===== config.mk =====
export PLATFORM = sky130hd
export DESIGN_NAME = uart_rx_fifo
export DESIGN_NICKNAME = d
export VERILOG_FILES = /design/src/rtl/uart_rx_fifo.sv
export SDC_FILE = /design/constraint.sdc
export NUM_CORES = 1
export LEC_CHECK = 0
export ABC_AREA = 1
export ABC_CLOCK_PERIOD_IN_PS = 4100
export CAP_MARGIN = 0
export CORE_MARGIN = 2
export CORE_UTILIZATION = 35
export CTS_CLUSTER_DIAMETER = 80
export DETAILED_ROUTE_END_ITERATION = 16
export DONT_BUFFER_PORTS = 1
export PLACE_DENSITY_LB_ADDON = 0.05
export SLEW_MARGIN = 20
export SYNTH_ARGS = -nofsm -noshare
export SYNTH_HDL_FRONTEND = slang
export SYNTH_SLANG_ARGS = --single-unit

===== constraint.sdc =====
create_clock -name clk -period 4.1 [get_ports clk]
set_input_delay 0.615 -clock clk [delete_from_list [all_inputs] [get_ports clk]]
set_output_delay 0.615 -clock clk [all_outputs]
set_load 0.02 [all_outputs]

===== src/rtl/uart_rx_fifo.sv =====
// 8N1 UART receiver (LSB first, idle-high line) feeding a show-ahead receive FIFO
// with a ready/valid byte output and sticky framing/overrun flags.
module uart_rx_fifo #(
  parameter int unsigned CLKS_PER_BIT = 234,
  parameter int unsigned FIFO_DEPTH   = 8
) (
  input  logic                          clk,
  input  logic                          rst,
  input  logic                          rx_in,
  output logic                          m_valid,
  output logic [7:0]                    m_data,
  input  logic                          m_ready,
  output logic [$clog2(FIFO_DEPTH):0]   fifo_count,
  output logic                          rx_busy,
  output logic                          frame_err,
  output logic                          overrun,
  input  logic                          err_clr
);

  localparam int unsigned CW   = $clog2(CLKS_PER_BIT);
  localparam int unsigned HALF = CLKS_PER_BIT / 2;
  localparam int unsigned AW   = $clog2(FIFO_DEPTH);
  localparam int unsigned PW   = AW + 1;

  typedef enum logic [2:0] {IDLE, START, DATA, STOP, WAIT_HI} state_t;

  state_t          state, state_next;
  logic [1:0]      sync;
  logic            rxs;
  logic [CW-1:0]   cnt;
  logic [2:0]      idx;
  logic [7:0]      shreg;
  logic            half_tick, bit_tick;
  logic            cnt_clr, cnt_run, shift_en, push_req, set_fe;

  logic [7:0]      mem [FIFO_DEPTH];
  logic [PW-1:0]   wr_ptr, rd_ptr, wr_next, rd_next;
  logic            full, empty, push, pop;

  assign rxs       = sync[1];
  assign half_tick = (cnt == CW'(HALF - 1));
  assign bit_tick  = (cnt == CW'(CLKS_PER_BIT - 1));

  // Two-flop synchronizer; resets to the idle-high level
  always_ff @(posedge clk or posedge rst) begin
    if (rst) sync <= 2'b11;
    else     sync <= {sync[0], rx_in};
  end

  always_ff @(posedge clk or posedge rst) begin
    if (rst) state <= IDLE;
    else     state <= state_next;
  end

  always_comb begin
    state_next = state;
    case (state)
      IDLE:    if (!rxs) state_next = START;
      START:   if (half_tick) state_next = rxs ? IDLE : DATA;
      DATA:    if (bit_tick && idx == 3'd7) state_next = STOP;
      STOP:    if (bit_tick) state_next = rxs ? IDLE : WAIT_HI;
      WAIT_HI: if (rxs) state_next = IDLE;
      default: state_next = IDLE;
    endcase
  end

  always_comb begin
    cnt_clr  = 1'b0;
    cnt_run  = 1'b0;
    shift_en = 1'b0;
    push_req = 1'b0;
    set_fe   = 1'b0;
    case (state)
      START: begin
        cnt_run = 1'b1;
        cnt_clr = half_tick;
      end
      DATA: begin
        cnt_run  = 1'b1;
        cnt_clr  = bit_tick;
        shift_en = bit_tick;
      end
      STOP: begin
        cnt_run  = 1'b1;
        cnt_clr  = bit_tick;
        push_req = bit_tick & rxs;
        set_fe   = bit_tick & ~rxs;
      end
      default: cnt_clr = 1'b1;
    endcase
  end

  // Bit timing counter, bit index and LSB-first shift register
  always_ff @(posedge clk or posedge rst) begin
    if (rst) begin
      cnt     <= '0;
      idx     <= '0;
      shreg   <= '0;
      rx_busy <= 1'b0;
    end else begin
      if (cnt_clr)      cnt <= '0;
      else if (cnt_run) cnt <= cnt + CW'(1);
      if (state != DATA) idx <= '0;
      else if (shift_en) idx <= idx + 3'd1;
      if (shift_en) shreg <= {rxs, shreg[7:1]};
      rx_busy <= (state_next != IDLE);
    end
  end

  assign empty   = (wr_ptr == rd_ptr);
  assign full    = (wr_ptr[AW] != rd_ptr[AW]) && (wr_ptr[AW-1:0] == rd_ptr[AW-1:0]);
  assign pop     = m_ready & ~empty;
  assign push    = push_req & (~full | pop);
  assign wr_next = wr_ptr + PW'(push);
  assign rd_next = rd_ptr + PW'(pop);

  always_ff @(posedge clk) begin
    if (push) mem[wr_ptr[AW-1:0]] <= shreg;
  end

  // Head register tracks next pointers; bypass when the pushed byte becomes the head
  always_ff @(posedge clk or posedge rst) begin
    if (rst) begin
      wr_ptr     <= '0;
      rd_ptr     <= '0;
      m_valid    <= 1'b0;
      m_data     <= 8'h00;
      fifo_count <= '0;
      frame_err  <= 1'b0;
      overrun    <= 1'b0;
    end else begin
      wr_ptr     <= wr_next;
      rd_ptr     <= rd_next;
      m_valid    <= (wr_next != rd_next);
      fifo_count <= wr_next - rd_next;
      if (push && wr_ptr == rd_next) m_data <= shreg;
      else                           m_data <= mem[rd_next[AW-1:0]];
      if (set_fe)       frame_err <= 1'b1;
      else if (err_clr) frame_err <= 1'b0;
      if (push_req && full && !pop) overrun <= 1'b1;
      else if (err_clr)             overrun <= 1'b0;
    end
  end

endmodule

== Yosys cells after proc, flatten, opt, wreduce, memory -nomap -nowiden ==
Memory sizes are Yosys's and may differ from the RTL's.
Index checks and enable logic that the tools add are counted.

* Bitwise gates (word level): 8
* Muxes and demuxes: 23
* Reduce and logical (&&, ||, !) cells: 14
* Add/subtract/negate cells: 5
* Equal/unequal tests: 13

{| class="wikitable"
|+ Operators by type and width
! operator !! number
|-
| $mux W3 || 8
|-
| $mux W8 || 3
|-
| $pmux W3 S5 || 1
|-
| $mux W1 || 9
|-
| $add A4 B1 Y4 || 2
|-
| $add A8 B1 Y8 const B || 1
|-
| $eq A4 B4 Y1 || 2
|-
| $eq A8 B7 Y1 const B || 1
|-
| $eq A8 B8 Y1 const B || 1
|-
| $reduce_bool A2 Y1 || 4
|-
| $eq A3 B2 Y1 const B || 2
|-
| $eq A3 B3 Y1 const B || 2
|-
| $logic_and A1 B1 Y1 || 5
|-
| $and A1 B1 Y1 || 4
|-
| $ne A4 B4 Y1 || 1
|-
| $sub A4 B4 Y4 || 1
|-
| $add A3 B1 Y3 const B || 1
|-
| $eq A3 B1 Y1 const B || 1
|-
| $eq A3 B3 Y1 || 1
|-
| $logic_not A3 Y1 || 1
|-
| $ne A3 B2 Y1 const B || 1
|-
| $not A1 Y1 || 3
|-
| $reduce_bool A3 Y1 || 1
|-
| $reduce_or A3 Y1 || 1
|-
| 6 further kinds || 6
|}

* RAM bits: 64
* Bits of input ports: 5
* Output and inout port bits: 16
* Register bits: 48
* Memories: 1
* Logic and storage cells: 77

{| class="wikitable"
|+ Memories
! memory !! words !! bits a word !! read ports !! clocked after memory_dff !! write ports !! line !! source
|-
| mem || 8 || 8 || 1 || 0 || 1 || 36 || <nowiki>logic [7:0] mem [FIFO_DEPTH];</nowiki>
|}

== Logic depth before layout (Yosys ltp) ==
Gate-level depths: netlist of run 1.

* Depth after elaboration: 7
* Mapped depth: 19
* Gate-level depth less buffers: 17

== Worst setup path after synthesis of run 1 ==
No wires, ideal clock.

* Kind: register to register
* Start: register wr_ptr[1]
* End: register fifo_count[3]
* Path buffers: 2
* Clock period less this slack: 2.423 ns
* Stages on the path, launching flop included: 16
* Setup time: 0.128 ns
* Required time: 3.972 ns
* Setup slack: 1.677 ns
* Arrival: 2.295 ns
* Cells stage by stage: dfrtp_1 > buf_4 > inv_1 > nand2_1 > nand2_1 > nand3_1 > inv_1 > a21oi_1 > ha_1 > ha_1 > xnor2_1 > buf_6 > ha_1 > a21oi_1 > o21ai_0 > xor2_1

* Cells in the longest elaborated chain, start to end: 7
* Elaborated cells between the ends (all ways): 11
* Those cells by class: add/sub: 3; eq/ne: 2; bitwise: 5; reduce/logical: 1

{| class="wikitable"
|+ Ends and longest elaborated chain
! element !! line !! source
|-
| from (decl) || 37 || <nowiki>logic [PW-1:0] wr_ptr, rd_ptr, wr_next, rd_next;</nowiki>
|-
| from (signal assigned) || 132 || <nowiki>wr_ptr <= wr_next;</nowiki>
|-
| $eq A4 B4 Y1 / $eq A3 B3 Y1 (equally long branches) || 110, 111 ||
|-
| $not A1 Y1 / $logic_and A1 B1 Y1 (equally long branches) || 112, 111 ||
|-
| $and A1 B1 Y1 / $not A1 Y1 (equally long branches) || 112, 113 ||
|-
| $or A1 B1 Y1 || 113 || <nowiki>assign push = push_req & (~full | pop);</nowiki>
|-
| $and A1 B1 Y1 || 113 ||
|-
| $add A4 B1 Y4 || 114 || <nowiki>assign wr_next = wr_ptr + PW'(push);</nowiki>
|-
| $sub A4 B4 Y4 * || 135 || <nowiki>fifo_count <= wr_next - rd_next;</nowiki>
|-
| to (signal assigned) || 135 ||
|-
| to (decl) || 13 || <nowiki>output logic [$clog2(FIFO_DEPTH):0] fifo_count,</nowiki>
|}

Mark *: on every way between the ends. The rest lies on a longest branch, timed or not.
A chain may end at the register's enable or synchronous reset.

== Worst setup path after layout of run 1 ==
* Start: register wr_ptr[1]
* End: register m_data[4]

* Cells in the longest elaborated chain, start to end: 7
* Elaborated cells between the ends (all ways): 13
* Those cells by class: add/sub: 1; eq/ne: 3; mux: 1; bitwise: 5; reduce/logical: 2; memory: 1

{| class="wikitable"
|+ Ends and longest elaborated chain
! element !! line !! source
|-
| $eq A4 B4 Y1 * || 110 || <nowiki>assign empty = (wr_ptr == rd_ptr);</nowiki>
|-
| $not A1 Y1 * || 112 || <nowiki>assign pop = m_ready & ~empty;</nowiki>
|-
| $and A1 B1 Y1 * || 112 ||
|-
| $add A4 B1 Y4 * || 115 || <nowiki>assign rd_next = rd_ptr + PW'(pop);</nowiki>
|-
| via rd_next[0] || 37 ||
|-
| branches (longest 2 deep; another with $mem_v2 Z8 W8) || n/a ||
|-
| $mux W8 * || 136 || <nowiki>if (push && wr_ptr == rd_next) m_data <= shreg;</nowiki>
|-
| to (signal assigned) || 136 ||
|-
| to (signal assigned) || 137 || <nowiki>else m_data <= mem[rd_next[AW-1:0]];</nowiki>
|-
| to (decl) || 11 || <nowiki>output logic [7:0] m_data,</nowiki>
|}

Mark *: on every way through the listed nets, which the timed path passes.

==> reports/metrics.yaml, run 1 <==
synth-edff-count: 64
wire_per_inst_um: 16.5
synth_nets: 481
grt_antenna_before_repair: 0
setup_violations: 0
ctsHoldBuffers: 0
r2r-end: "m_data[4]"
core_mm2: 0.0138
p_sw_w: 0.00129
place_congestion: 0.789
fin_area_mm2: 0.00533
cp.required_ns: 4.33
max_slew_margin_pct: 42.1
cts_buffer_depth: 2
p_sw_share_pct: 37.8
die-height_um: 122
cts_setup_buffers: 0
critPathTopFamily: "simple AND/OR/NAND/NOR gates"
viasPerCell: 4.73
critPathBufInv: 3
dr_total_vias: 3068
rsz0062_at_grt: "no"
grt_first_pass_wirelength_um: 17200
port_buffers: 0
period_minus_slack_ns: 2.91
arrival_ns: 3.14
critical_path_peak_fanout: 33
synth_top_cell_area_share_pct: 39.4
drtIter0Drc: 202
drcViolationCount: 0
p_int_w: 0.00212
cp_cell_sequence: "inv_1 -> nand2_1 -> nand2_1 -> nand3_1 -> inv_1 -> a21oi_1 -> ha_1 -> inv_2 -> nand2_1 -> nand2_1 -> nor2_1 -> nand3_2 -> nor2_8 -> nand2_4 -> nand2_1 -> nand2_1"
h-tree-depth: 3
crit_start: "wr_ptr[1]"
antenna_cells: 0
reg2reg_from: "wr_ptr[1]"
drv_slew: 0
status: "finished clean"
fin_ws_ns: 1.19
num-fill-cells: 1389
yosysWarnings: 0
dieArea_mm2: 0.0149
fp.dieW_um: 122
synth.avg_cell_area_um2: 10.5
max_slew.worst_pin.slew_ns: 0.866
insertion_delay_ns: 0.35
dp_cells: 632
combPwrFrac_pct: 34.1
dpl_cell_area_mm2: 0.00504
wirelength_um: 10700
drive_gt1_share_pct: 8.55
first_pass_iters: 4
async_reset_ff_share_pct: 42.9
ys_ff_latch: 112
multi_input_area_mm2: 0.00153
synth.area.top_cells: "edfxtp_1 (39%), dfrtp_1 (24%), nand2_1 (8.1%), nor2_1 (4.9%), o21ai_0 (4.5%)"
dp_worst_setup_slack_ns: 1.17
p_seq_share_pct: 40.4
end_kind: "flop"
ys_types: 31
gr-total-overflow: 0
timing.reg2reg.setup_slack_ns: 1.19
row_count: 43
final.setup.tns_ns: 0
place_hpwl_um: 7150
start_util_pct: 35.4
layoutNonFillerInstCount: 648
area_growth_pct: 9.26
regArea_mm2: 0.00313
cp-endpoint: "m_data[4]"
cp-start-kind: "flop"
yosys-top-cells-count: "nand2_1 (105), edfxtp_1 (64), nor2_1 (64)"
grt_pass1_vias: 3107
syn_area_mm2: 0.00488
cp_num_cells: 16
skew_ns: 0.00518
cts_repair_resize_count: 0
finalHoldViolCount: 0
crit_top_cell: "nand2_1"
power_density_mw_per_mm2: 640
ios: 21
fmax_mhz: 344
clkTransAtPathRegs_ns: 0.07
grt_start_max_net_pins: 49
clockRootBuffer: "clkbuf_16"
cpPeakStageDelay_ns: 0.55
hold_class: "in -> async"
antenna_left: 0
synth_top_flop_cell: "edfxtp_1"
synth_top_area_cell: "edfxtp_1"
synth.most_common_cell: "nand2_1"
grt.total_usage_pct: 15.8
crit_type: "reg -> reg"
cp_slowest_cell: "ha_1"
ir_drop_mv: 0.243
p_leak_nw: 2.38
cts-buffers-inserted: 9
r2r_cells: 16
cap_violations: 0
ys_seq_area_share_pct: 64.1
fin_nets: 481
p_clk_share_pct: 25.4
cts_sinks: 112
tritoncts: "built"
period_share_pct: 71.0
syn_inst: 463
worst min-delay path by stage:
stage	start	end	slack [ns]
2_1_floorplan	sync[0]	sync[1]	0.35
3_3_place_gp	sync[0]	sync[1]	0.35
3_5_place_dp	sync[0]	sync[1]	0.35
4_1_cts	rst	wr_ptr[0]	0.24
5_1_grt	rx_in	sync[0]	0.24
6_report	rst	wr_ptr[0]	0.22
layout by cell type (no fill, tap or decap), types with 2 or more instances in the layout:
master,Yosys,routed
xnor2_1,6,6
xor2_1,8,8
a21oi_1,2,2
ha_1,12,12
dfstp_2,2,2
nand3_1,20,20
o22ai_1,8,8
o21ai_1,4,4
nor2_1,64,64
dfrtp_1,46,46
nand4_1,6,6
buf_4,3,3
a22o_1,2,2
nor3_1,2,2
o21ai_0,44,44
nand2_4,2,2
nor2_4,2,2
inv_2,7,7
clkbuf_16,0,9
edfxtp_1,64,64
inv_1,31,30
nor2_2,5,5
clkinv_1,0,2
nand2_1,105,105
nand2_2,3,3
metrics by stage:
step                total power (W)  util (%)  hold slack, ns
global placement            0.00260      36.6           0.347
finish                      0.00341      38.7           0.225
detailed placement          0.00260      36.6           0.347
floorplan                   0.00229         -           0.345
CTS                         0.00348      38.7           0.237
global route                0.00366      38.7           0.238
per-layer routing:
metal | vias up | GRT usage, % | wire, um
met3 | 17 | 4.21 | 550
met2 | 59 | 25.8 | 5180
met1 | 1462 | 20.0 | 4740
li1 | 1530 | - | -
met5 | - | 0 | 0
met4 | 0 | 5.82 | 233
flip-flops by register name (all words and copies together) (netlist names):
register and count:
fifo_count 4, wr_ptr 4, idx 3, shreg 8
overrun 1, frame_err 1, mem 64, rx_busy 1
state 3, sync 2, m_valid 1, rd_ptr 4
m_data 8, cnt 8
cells by family after synthesis:
| family | synth area share, % |
|---|---|
| AND/OR/NAND/NOR | 18.6 |
| flip-flops | 64.1 |
| AO/OA/AOI/OAI | 6.67 |
| buffers and inverters | 4.69 |
| XOR/XNOR | 2.51 |
| adder cells (fa/ha/maj) | 3.49 |
worst reg2reg max path: stages, from the launching register on:
cell and delay, ns:
dfrtp_1 0.48, inv_1 0.16, nand2_1 0.07, nand2_1 0.06, nand3_1 0.10, inv_1 0.07, a21oi_1 0.06, ha_1 0.55
inv_2 0.34, nand2_1 0.14, nand2_1 0.06, nor2_1 0.12, nand3_2 0.13, nor2_8 0.20, nand2_4 0.10, nand2_1 0.09
nand2_1 0.07
cell type report:
cell class                 count  area share [%]
tap                          180            4.22
multi-input combinational    299            28.6
timing repair buffer           3           0.422
clock buffer                  10            4.29
inverter                      38            2.72
sequential                   112            58.6
clock inverter                 6            1.10
power by group through the flow:
stage               clock network (W)  registers (W)  logic, W
finish                       0.000868        0.00138   0.00116
global route                 0.000928        0.00139   0.00134
CTS                          0.000899        0.00138   0.00120
detailed placement                  0        0.00141   0.00119
global placement                    0        0.00141   0.00119
floorplan                           0        0.00139  0.000899
Power figures use the tool's default switching activity.
==> run 2: changes to the inputs <==
--- a/config.mk
+++ b/config.mk
@@ -6,7 +6,7 @@
 export NUM_CORES = 1
 export LEC_CHECK = 0
 export ABC_AREA = 1
-export ABC_CLOCK_PERIOD_IN_PS = 4100
+export ABC_CLOCK_PERIOD_IN_PS = 2600
 export CAP_MARGIN = 0
 export CORE_MARGIN = 2
 export CORE_UTILIZATION = 35
==> constraint.sdc (replaced) <==
create_clock -name clk -period 2.6 [get_ports clk]
set_input_delay 0.39 -clock clk [delete_from_list [all_inputs] [get_ports clk]]
set_output_delay 0.39 -clock clk [all_outputs]
set_load 0.02 [all_outputs]
==> run 2 against run 1 <==
Compared with the run above: via count rose by 3.5%; maximum frequency up 22%; final cell count increased by 4.2%; global-route usage increased by 0.14 points; sequential share of layout area fell by 2.8 points; clock skew grew 0.0030 ns; sequential power increased by 59%; critical path depth increased by 1; cell area up 5.0%; largest cell class unchanged; largest power group unchanged.
==> reports/metrics.yaml, run 2 (synthesis results as in run 1) <==
grt_start_max_net_pins: 49
grt_pass1_vias: 3130
insertion_delay_ns: 0.35
cp.required_ns: 2.89
p_int_w: 0.00347
rsz0062_at_grt: "no"
cts_buffer_depth: 2
busiest_layer: "met2"
clockRootBuffer: "clkbuf_16"
drtIter0Drc: 187
viasPerCell: 4.70
cp-start-kind: "flop"
fin_nets: 508
drive_gt1_share_pct: 15.2
p_leak_nw: 2.53
crit_type: "reg -> reg"
wire_per_inst_um: 16.2
drcViolationCount: 0
ios: 21
ir_drop_mv: 0.446
status: "finished clean"
drv_slew: 0
port_buffers: 0
first_pass_iters: 4
max_slew_margin_pct: 68.6
end_kind: "flop"
antenna_left: 0
grt.total_usage_pct: 15.9
grt_util_met1_pct: 21.4
wirelength_um: 10900
final_common_cell: "nand2_1"
power_w: 0.00554
final.setup.tns_ns: 0
p_sw_w: 0.00207
fmax_mhz: 421
fin_ws_ns: 0.223
place_congestion: 0.780
die-height_um: 122
whs_ns: 0.0279
p_clk_share_pct: 23.4
skew_ns: 0.00821
crit_top_cell: "nand2_1"
period_share_pct: 91.4
finalHoldViolCount: 0
dieArea_mm2: 0.0149
cpPeakStageDelay_ns: 0.46
combPwrFrac_pct: 37.2
dr_total_vias: 3174
met3_usage_pct: 2.72
grt_first_pass_wirelength_um: 17400
row_count: 43
regArea_mm2: 0.00313
place_hpwl_um: 7380
period_minus_slack_ns: 2.38
fp.dieW_um: 122
grt_antenna_before_repair: 0
cap_violations: 0
cp_cell_sequence: "inv_2 -> nand2_1 -> nand2_1 -> nand3_1 -> inv_1 -> a21oi_1 -> ha_4 -> ha_2 -> xnor2_1 -> buf_4 -> inv_2 -> nand2_2 -> nand2_2 -> nor2_8 -> buf_12 -> nand3_1 -> nand2_1"
area_growth_pct: 14.7
p_seq_share_pct: 39.4
gr-total-overflow: 0
cts_sinks: 112
multi_input_area_mm2: 0.00157
met2_usage_pct: 25.8
largest_reg_flops: 64
most-common-layout-cells: "nand2_1 (105), nor2_1 (64), edfxtp_1 (64), dfrtp_1 (45), o21ai_0 (41)"
antenna_cells: 0
h-tree-depth: 3
power_density_mw_per_mm2: 990
dp_worst_setup_slack_ns: 0.0567
num-fill-cells: 1405
hold_class: "in -> reg"
clkTransAtPathRegs_ns: 0.07
critical_path_peak_fanout: 10
start_util_pct: 35.4
p_sw_share_pct: 37.4
tritoncts: "built"
cts-buffers-inserted: 9
arrival_ns: 2.67
setup_violations: 0
max_slew.worst_pin.slew_ns: 0.470
cp_slowest_cell: "dfrtp_2"
core_mm2: 0.0138
-- run 2: per-stage QoR --
step / utilization (%) / area [um2] / std cells
floorplan: - / 4880 / 463
global placement: 37.9 / 5220 / 652
detailed placement: 37.9 / 5220 / 652
CTS: 39.9 / 5500 / 669
global route: 40.7 / 5600 / 675
finish: 40.7 / 5600 / 675
-- run 2: cell type report --
class	instances	area share (%)
clock inverter	5	0.715
inverter	38	2.55
sequential	112	55.8
tap	180	4.02
multi-input combinational	299	28.0
timing repair buffer	30	4.74
clock buffer	11	4.16
-- run 2: per-layer routing --
metal / wire [um] / share of wire, % / vias up
met3: 443 / 4.1 / 11
li1: - / - / 1594
met5: 0 / 0 / -
met4: 170 / 1.6 / 0
met2: 5200 / 48 / 42
met1: 5100 / 47 / 1527
-- run 2: worst paths after layout --
path,from,depth (start not counted),slack [ns],endpoint
max,wr_ptr[0],17,0.22,m_data[5]
min,rx_in,0,0.03,sync[0]
max reg2reg,wr_ptr[0],17,0.22,m_data[5]
min reg2reg,sync[0],0,0.36,sync[1]
max in group asynchronous,rst,3,1.79,sync[1]
min in group asynchronous,rst,3,0.53,rd_ptr[0]
-- run 2: power by group through the flow --
stage          Sequential [W]  Clock (W)  Combinational, W
2_1_floorplan         0.00219          0           0.00142
3_3_place_gp          0.00223          0           0.00195
3_5_place_dp          0.00222          0           0.00197
4_1_cts               0.00219    0.00134           0.00199
5_1_grt               0.00220    0.00141           0.00236
6_report              0.00219    0.00130           0.00206
-- run 2: repair_timing --
item / CTS / global route
setup endpoints to repair: 0 / 9
endpoints found under the hold margin: 46 / 0
hold buffers: 1 / 0
resized for setup: 0 / 13
buffers inserted: 0 / 6
-- run 2: worst max-delay path: cells and delay by family (launching register included) --
kind / cells / cell delay, ns
and+or+nand+nor: 8 / 0.67
DFF: 1 / 0.46
adders and majority gates: 2 / 0.33
xor gates and xnor gates: 1 / 0.21
AOI/OAI and AO/OA: 1 / 0.09
buffers and inverters: 5 / 0.55
